==> src/rtl/hazard_pkg.sv <==
// Shared constants and helpers for the MIPS32 hazard/forwarding unit.
// Build option HAZARD_MDU_EN is consumed by fwd_hazard_unit.
package hazard_pkg;

  localparam logic [1:0] FWD_RF   = 2'b00;
  localparam logic [1:0] FWD_WB   = 2'b01;
  localparam logic [1:0] FWD_MEM  = 2'b10;
  localparam logic [1:0] FWD_RSVD = 2'b11;

  localparam int REG_ZERO  = 0;
  localparam int MDU_CNT_W = 6;

  // Execute producer wins over memory producer.
  function automatic logic [1:0] fwd_sel(
    input logic ex_hit,
    input logic mem_hit
  );
    if (ex_hit)
      return FWD_MEM;
    else if (mem_hit)
      return FWD_WB;
    else
      return FWD_RF;
  endfunction

endpackage

==> src/rtl/fwd_match.sv <==
// One source specifier compared against one producer.
// Register zero never matches.
module fwd_match
  import hazard_pkg::*;
#(
  parameter int W = 5
) (
  input  logic [W-1:0] src,
  input  logic [W-1:0] dst,
  input  logic         en,
  output logic         match
);

  assign match = en
               && (src != W'(REG_ZERO))
               && (src == dst);

endmodule

==> src/rtl/fwd_hazard_unit.sv <==
// Forwarding selects, stall/flush and optional MDU busy tracking.
// Define HAZARD_MDU_EN to build the MDU counter and MDU stall term.
module fwd_hazard_unit
  import hazard_pkg::*;
#(
  parameter int REG_ADDR_W = 5,
  parameter int MDU_CYCLES = 32
) (
  input  logic                  clk,
  input  logic                  rst_n,
  input  logic [REG_ADDR_W-1:0] rs_d,
  input  logic [REG_ADDR_W-1:0] rt_d,
  input  logic [REG_ADDR_W-1:0] write_reg_e,
  input  logic [REG_ADDR_W-1:0] write_reg_m,
  input  logic                  reg_write_e,
  input  logic                  reg_write_m,
  input  logic                  mem_to_reg_e,
  input  logic                  mem_to_reg_m,
  input  logic                  branch_d,
  input  logic                  mdu_start_e,
  input  logic                  mdu_use_d,
  output logic [1:0]            forward_a_e,
  output logic [1:0]            forward_b_e,
  output logic                  forward_a_d,
  output logic                  forward_b_d,
  output logic                  stall_f,
  output logic                  stall_d,
  output logic                  flush_e,
  output logic                  mdu_busy,
  output logic                  mdu_done
);

  localparam logic [MDU_CNT_W-1:0] MDU_LOAD =
    MDU_CNT_W'(MDU_CYCLES);

  // Producers: 0 ex write, 1 mem write, 2 ex load, 3 mem load.
  logic [3:0][REG_ADDR_W-1:0] prod_reg;
  logic [3:0]                 prod_en;
  logic [3:0]                 hit_rs;
  logic [3:0]                 hit_rt;

  assign prod_reg = {write_reg_m, write_reg_e,
                     write_reg_m, write_reg_e};
  assign prod_en  = {mem_to_reg_m, mem_to_reg_e,
                     reg_write_m, reg_write_e};

  for (genvar p = 0; p < 4; p++) begin : g_prod
    fwd_match #(.W(REG_ADDR_W)) u_rs (
      .src   (rs_d),
      .dst   (prod_reg[p]),
      .en    (prod_en[p]),
      .match (hit_rs[p])
    );
    fwd_match #(.W(REG_ADDR_W)) u_rt (
      .src   (rt_d),
      .dst   (prod_reg[p]),
      .en    (prod_en[p]),
      .match (hit_rt[p])
    );
  end

  logic load_use;
  logic branch_stall;
  logic mdu_stall;
  logic stall;

  assign load_use     = hit_rs[2] | hit_rt[2];
  assign branch_stall = branch_d
                      & (hit_rs[0] | hit_rt[0]
                       | hit_rs[3] | hit_rt[3]);
  assign stall        = load_use | branch_stall | mdu_stall;

  assign stall_f = stall;
  assign stall_d = stall;
  assign flush_e = stall;

  assign forward_a_d = hit_rs[1];
  assign forward_b_d = hit_rt[1];

  logic [1:0] sel_a;
  logic [1:0] sel_b;

  assign sel_a = fwd_sel(hit_rs[0], hit_rs[1]);
  assign sel_b = fwd_sel(hit_rt[0], hit_rt[1]);

  // A bubble enters execute on stall and needs no bypass.
  always_ff @(posedge clk or negedge rst_n) begin
    if (!rst_n) begin
      forward_a_e <= FWD_RF;
      forward_b_e <= FWD_RF;
    end else if (stall) begin
      forward_a_e <= FWD_RF;
      forward_b_e <= FWD_RF;
    end else begin
      forward_a_e <= sel_a;
      forward_b_e <= sel_b;
    end
  end

`ifdef HAZARD_MDU_EN
  logic [MDU_CNT_W-1:0] count;
  logic                 done_q;

  always_ff @(posedge clk or negedge rst_n) begin
    if (!rst_n) begin
      count  <= '0;
      done_q <= 1'b0;
    end else begin
      done_q <= (count == MDU_CNT_W'(1)) && !mdu_start_e;
      if (mdu_start_e)
        count <= MDU_LOAD;
      else if (count != '0)
        count <= count - MDU_CNT_W'(1);
    end
  end

  assign mdu_busy  = (count != '0);
  assign mdu_done  = done_q;
  assign mdu_stall = mdu_busy & mdu_use_d;
`else
  logic unused_mdu;

  assign unused_mdu = ^{mdu_start_e, mdu_use_d, MDU_LOAD};
  assign mdu_busy   = 1'b0;
  assign mdu_done   = 1'b0;
  assign mdu_stall  = 1'b0;
`endif

endmodule

==> config.mk <==
export PLATFORM = sky130hd
export DESIGN_NAME = fwd_hazard_unit
export DESIGN_NICKNAME = d
export VERILOG_FILES = /design/src/rtl/hazard_pkg.sv /design/src/rtl/fwd_match.sv /design/src/rtl/fwd_hazard_unit.sv
export SDC_FILE = /design/constraint.sdc
export NUM_CORES = 1
export LEC_CHECK = 0
export BUFFER_PORTS_ARGS = -buffer_cell sky130_fd_sc_hd__buf_2
export CORE_MARGIN = 5
export CORE_UTILIZATION = 37
export DETAILED_ROUTE_END_ITERATION = 10
export GPL_TIMING_DRIVEN = 0
export MAX_ROUTING_LAYER = met4
export PLACE_DENSITY = 0.84
export SYNTH_ARGS = -nofsm -noshare
export SYNTH_HDL_FRONTEND = slang
export SYNTH_SLANG_ARGS = --single-unit
==> constraint.sdc <==
create_clock -name clk -period 1.75 [get_ports clk]
set_input_delay 0.0875 -clock clk [delete_from_list [all_inputs] [get_ports clk]]
set_output_delay 0.0875 -clock clk [all_outputs]
set_load 0.005 [all_outputs]
==> results_dict.tcl, run 1 <==
set metrics [dict create \
    crit_path_start_kind "primary input" \
    setup_viol 0 \
    antenna_cells 0 \
    ys_ff_latch 4 \
    fin_area_um2 716 \
    cts-root-buf "clkbuf_4" \
    fp.dieH_um 46.2 \
    dr_wl_met2_um 553 \
    area_growth_syn_to_layout_pct 47.4 \
    cp-end-kind "output pin" \
    crit_start "rt_d[4]" \
    synth_edf_count 0 \
    rsz0062_at_grt "false" \
    status "finished, final reports clean" \
    hold_slack_ns 0.107 \
    hold_class "primary input to flip-flop" \
    yosys.area.top_type "xnor2_1" \
    postSynthCellCount 61 \
    required_ns 1.66 \
    htreeDepth 1 \
    met3_length_um 168 \
    grt_pass1_vias 546 \
    gp_congestion 0.805 \
    nets 132 \
    synth_top_cell_area_share_pct 25.3 \
    yosys.cell_count.top_type "xnor2_1" \
    detail_route.wl_per_cell_um 10.8 \
    post-route-period-util_pct 92.8 \
    hpwlAfterDp_um 1140 \
    boundaryPins 40 \
    power.density_nw_per_um2 476 \
    cts_tree "done" \
    grt-ovfl-total 0 \
    wl_met1_um 504 \
    maxCapViolCount 0 \
    totalWireLength_um 1250 \
    netlist_area_um2 485 \
    place_area_um2 683 \
    routed.top_layer "met4" \
    async_flop_share_pct 100 \
    finalHoldViolCount 0 \
    fmax_mhz 616 \
    cts_repair_resize_count 0 \
    clk_pin_slew_ns 0.04 \
    drive_gt1_share_pct 44.6 \
    synth_ff_type "dfrtp_1" \
    fp.coreArea_um2 1270 \
    criticalPathCategory "primary input to output pin" \
    grt_pass1_wl_um 2020 \
    drt_iter0_drc 5 \
    drv_slew 0 \
    synthTopCellsByCount "14 x xnor2_1, 6 x xor2_1, 5 x nand3_1" \
    dr.pass1.iters 4 \
    finalSetupTns_ns 0 \
    cts-buffers-inserted 3 \
    yosys_warnings 0 \
    syn_area_per_cell_um2 7.96 \
    viasPerCell 4.75 \
    grt_max_degree 6 \
    antenna_found_initial 0 \
    rows 13 \
    fin_total_pwr_mw 0.340 \
    die_w_um 46.2 \
    irDropWorstVdd_uv 169 \
    ant_nets 0 \
    start_util_pct 38.3 \
    cts_sinks 4 \
    worstPathArrival_ns 1.54 \
    finalCriticalPeriod_ns 1.62 \
    crit_fanout 4 \
    yosysUniqueCellTypes 23 \
    leakagePower_nw 0.365 \
    fill_cells 121 \
    port_buffers 35 \
    cts_buffer_depth 2 \
    crit_end "stall_d" \
    route.detailed.drc 0 \
    die_area_um2 2140 \
    via_count 551 \
    synth_area_leaders "xnor2_1 25%, dfrtp_1 21%, xor2_1 11%" \
    synth-seq-area-share_pct 20.6 \
    grt.total_usage_pct 13.8 \
]
==> where the power goes <==
part	switching [mW]	total (mW)	internal [mW]
sequential	0.000150	0.0940	0.0938
clock	0.0385	0.115	0.0768
combinational	0.0622	0.131	0.0691
total	0.101	0.340	0.240
==> critical path, stage by stage <==
cell	delay (ns)
buf_2	0.12
or4_1	0.53
nor2_2	0.13
or4_4	0.17
a21oi_2	0.05
o21bai_1	0.19
buf_4	0.14
buf_2	0.12
==> how the worst min path moves through the flow <==
stage,startpoint,endpoint,slack (ns),cells after the start
after detailed placement,rst_n,forward_b_e[1],-0.11,1
after global routing,reg_write_m,forward_b_e[0],0.12,3
after CTS,reg_write_m,forward_a_e[0],0.11,3
after global placement,rst_n,forward_b_e[1],-0.11,1
final,reg_write_m,forward_b_e[0],0.11,3
after floorplan,rst_n,forward_a_e[0],-0.21,0
==> final cells by class <==
type	instances	area, um^2	area share (%)
Buffer	4	30.0	4.20
Clock buffer	3	22.5	3.15
Inverter	1	3.75	0.524
Multi-Input combinational cell	53	355	49.7
Sequential cell	4	100	14.0
Tap cell	15	18.8	2.62
Timing Repair Buffer	36	185	25.9
==> stage by stage <==
stage | std cells | setup slack [ns] | utilization, %
after floorplan | 62 | 0.411 | -
after global placement | 112 | 0.134 | 53.8
after detailed placement | 112 | 0.127 | 53.8
after CTS | 116 | 0.126 | 56.4
after global routing | 116 | 0.00174 | 56.4
final | 116 | 0.126 | 56.4
==> kinds of logic after synthesis <==
family / count (synthesis) / synth area share, %
simple gates: 22 / 24.0
xor+xnor: 20 / 36.1
compound gates: 9 / 11.6
buf+inv: 5 / 6.96
flops: 4 / 20.6
other cells: 1 / 0.772
==> what timing repair did <==
| item | in CTS | in global routing |
|---|---|---|
| hold buffers | 1 | 0 |
| hold endpoints to repair | 4 | 0 |
| setup buffers | 0 | 0 |
==> placed cells by master, fill, tap and decap left out, types with 2 or more instances in the layout <==
| cell type | Yosys | final |
|---|---|---|
| and2_1 | 2 | 2 |
| buf_4 | 4 | 4 |
| nand2_1 | 4 | 4 |
| nand3_1 | 5 | 5 |
| xnor2_1 | 14 | 14 |
| nor2_1 | 4 | 4 |
| clkbuf_4 | 0 | 3 |
| a21oi_1 | 3 | 3 |
| a211oi_1 | 2 | 2 |
| dfrtp_1 | 4 | 4 |
| xor2_1 | 6 | 6 |
| buf_2 | 0 | 35 |
| conb_1 | 1 | 2 |
==> metal layers <==
metal / vias up / global-route usage [%]
li1: 281 / -
met1: 232 / 15.1
met2: 34 / 22.8
met3: 4 / 3.52
met4: 0 / 6.82
met5: - / -
==> registers in the layout (all words and copies together) (netlist names) <==
register,count
forward_a_e,2
forward_b_e,2
Note: power is estimated with default switching activity, not from simulation.
==> run 2, diff against run 1 <==
Settings changed: PLACE_DENSITY 0.84 to 0.77.
==> run 2 against run 1 <==
  * Utilization unchanged
  * Setup slack improved by 0.0011 ns
  * Critical path depth unchanged
  * Critical path type unchanged
==> results_dict.tcl, run 2 (synthesis gave the netlist of run 1 again) <==
set metrics [dict create \
    fill_cells 122 \
    die_area_um2 2140 \
    crit_path_start_kind "primary input" \
    maxCapViolCount 0 \
    final_util_pct 56.4 \
    viasPerCell 4.78 \
    hold_start "reg_write_m" \
    grt-ovfl-total 0 \
    drt_iter0_drc 3 \
    finalCriticalPeriod_ns 1.62 \
    dr.pass1.iters 4 \
    dr_wl_met2_um 656 \
    wl_met1_um 470 \
    grt_pass1_vias 520 \
    worstPathArrival_ns 1.54 \
    multi_input_area_um2 355 \
    postCtsHoldBufs 1 \
    cts-root-buf "clkbuf_4" \
    htreeDepth 1 \
    gp_congestion 0.800 \
    fmax_mhz 616 \
    reg.largest.list "forward_a_e (2), forward_b_e (2)" \
    hold_depth 3 \
    grt_max_degree 6 \
    fin_area_um2 716 \
    fp.coreArea_um2 1270 \
    cts_tree "done" \
    required_ns 1.66 \
    via_count 555 \
    layout_common_cells "35 x buf_2, 14 x xnor2_1, 6 x xor2_1" \
    finalWorstSetupSlack_ns 0.127 \
    status "finished, final reports clean" \
    finalHoldViolCount 0 \
    cts_repair_resize_count 0 \
    met3_length_um 144 \
    boundaryPins 40 \
    port_buffers 35 \
    start_util_pct 38.3 \
    post_cts_buffers 0 \
    fp.dieH_um 46.2 \
    cts-buffers-inserted 3 \
    rsz0062_at_grt "false" \
    finalSetupTns_ns 0 \
    final_common_cell "buf_2" \
    min_to "forward_b_e[0]" \
    die_w_um 46.2 \
    drv_slew 0 \
    power.density_nw_per_um2 469 \
    dp_slack_ns 0.118 \
    routed.top_layer "met3" \
    seqCellArea_um2 100 \
    cp-end-kind "output pin" \
    post-route-period-util_pct 92.7 \
    criticalPathCategory "primary input to output pin" \
    drive_gt1_share_pct 44.6 \
    cts_sinks 4 \
    leakagePower_nw 0.365 \
    setup_viol 0 \
    cts_buffer_depth 2 \
    irDropWorstVdd_uv 183 \
    clk_pin_slew_ns 0.04 \
    hold_class "primary input to flip-flop" \
    crit_fanout 4 \
    area_growth_syn_to_layout_pct 47.4 \
    route.detailed.drc 0 \
    detail_route.wl_per_cell_um 11.0 \
    hpwlAfterDp_um 1180 \
    antenna_cells 0 \
    ant_nets 0 \
    rows 13 \
    grt_pass1_wl_um 1970 \
    grt.total_usage_pct 13.5 \
    antenna_found_initial 0 \
    totalWireLength_um 1270 \
    place_area_um2 683 \
    nets 132 \
]
==> run 2: cell counts in the layout (fill, tap and decap cells not counted) <==
No cell type changed its count.
==> run 2: cell type report <==
type / count / area share, %
plain buffers: 4 / 4.20
flip-flops and latches: 4 / 14.0
multi-input cells: 53 / 49.7
clock buffers: 3 / 3.15
inverters: 1 / 0.524
well taps: 15 / 2.62
repair buffers: 36 / 25.9
==> run 2: where the power goes <==
| group | total, mW | switching [mW] | internal [mW] |
|---|---|---|---|
| Sequential | 0.0941 | 0.000184 | 0.0939 |
| Combinational | 0.130 | 0.0612 | 0.0690 |
| Clock | 0.112 | 0.0351 | 0.0765 |
==> run 2: worst max-delay path by stage <==
| stage | start | to | slack, ns |
|---|---|---|---|
| after CTS | rt_d[4] | stall_d | 0.12 |
| after global placement | rt_d[4] | stall_f | 0.13 |
| final | rt_d[4] | stall_d | 0.13 |
| after floorplan | rt_d[4] | stall_d | 0.41 |
| after detailed placement | rt_d[4] | stall_d | 0.12 |
| after global routing | rt_d[4] | stall_d | 0.004 |
==> run 2: worst max-delay path, stage by stage <==
cell and delay [ns]:
buf_2 0.13, or4_1 0.53, nor2_2 0.12, or4_4 0.16, a21oi_2 0.05, o21bai_1 0.20, buf_4 0.14, buf_2 0.11
==> run 2: layer usage <==
| metal | GRT usage [%] | vias to the layer above |
|---|---|---|
| li1 | - | 284 |
| met1 | 14.1 | 237 |
| met2 | 24.7 | 34 |
| met3 | 1.17 | 0 |
| met4 | 6.82 | 0 |
| met5 | - | - |
==> run 2: per-stage QoR <==
step                      power [mW]  hold WS, ns  instances
final                          0.336        0.112        116
after global placement         0.222       -0.110        112
after floorplan                0.163       -0.208         62
after global routing           0.359        0.126        116
after CTS                      0.344        0.101        116
after detailed placement       0.225       -0.105        112
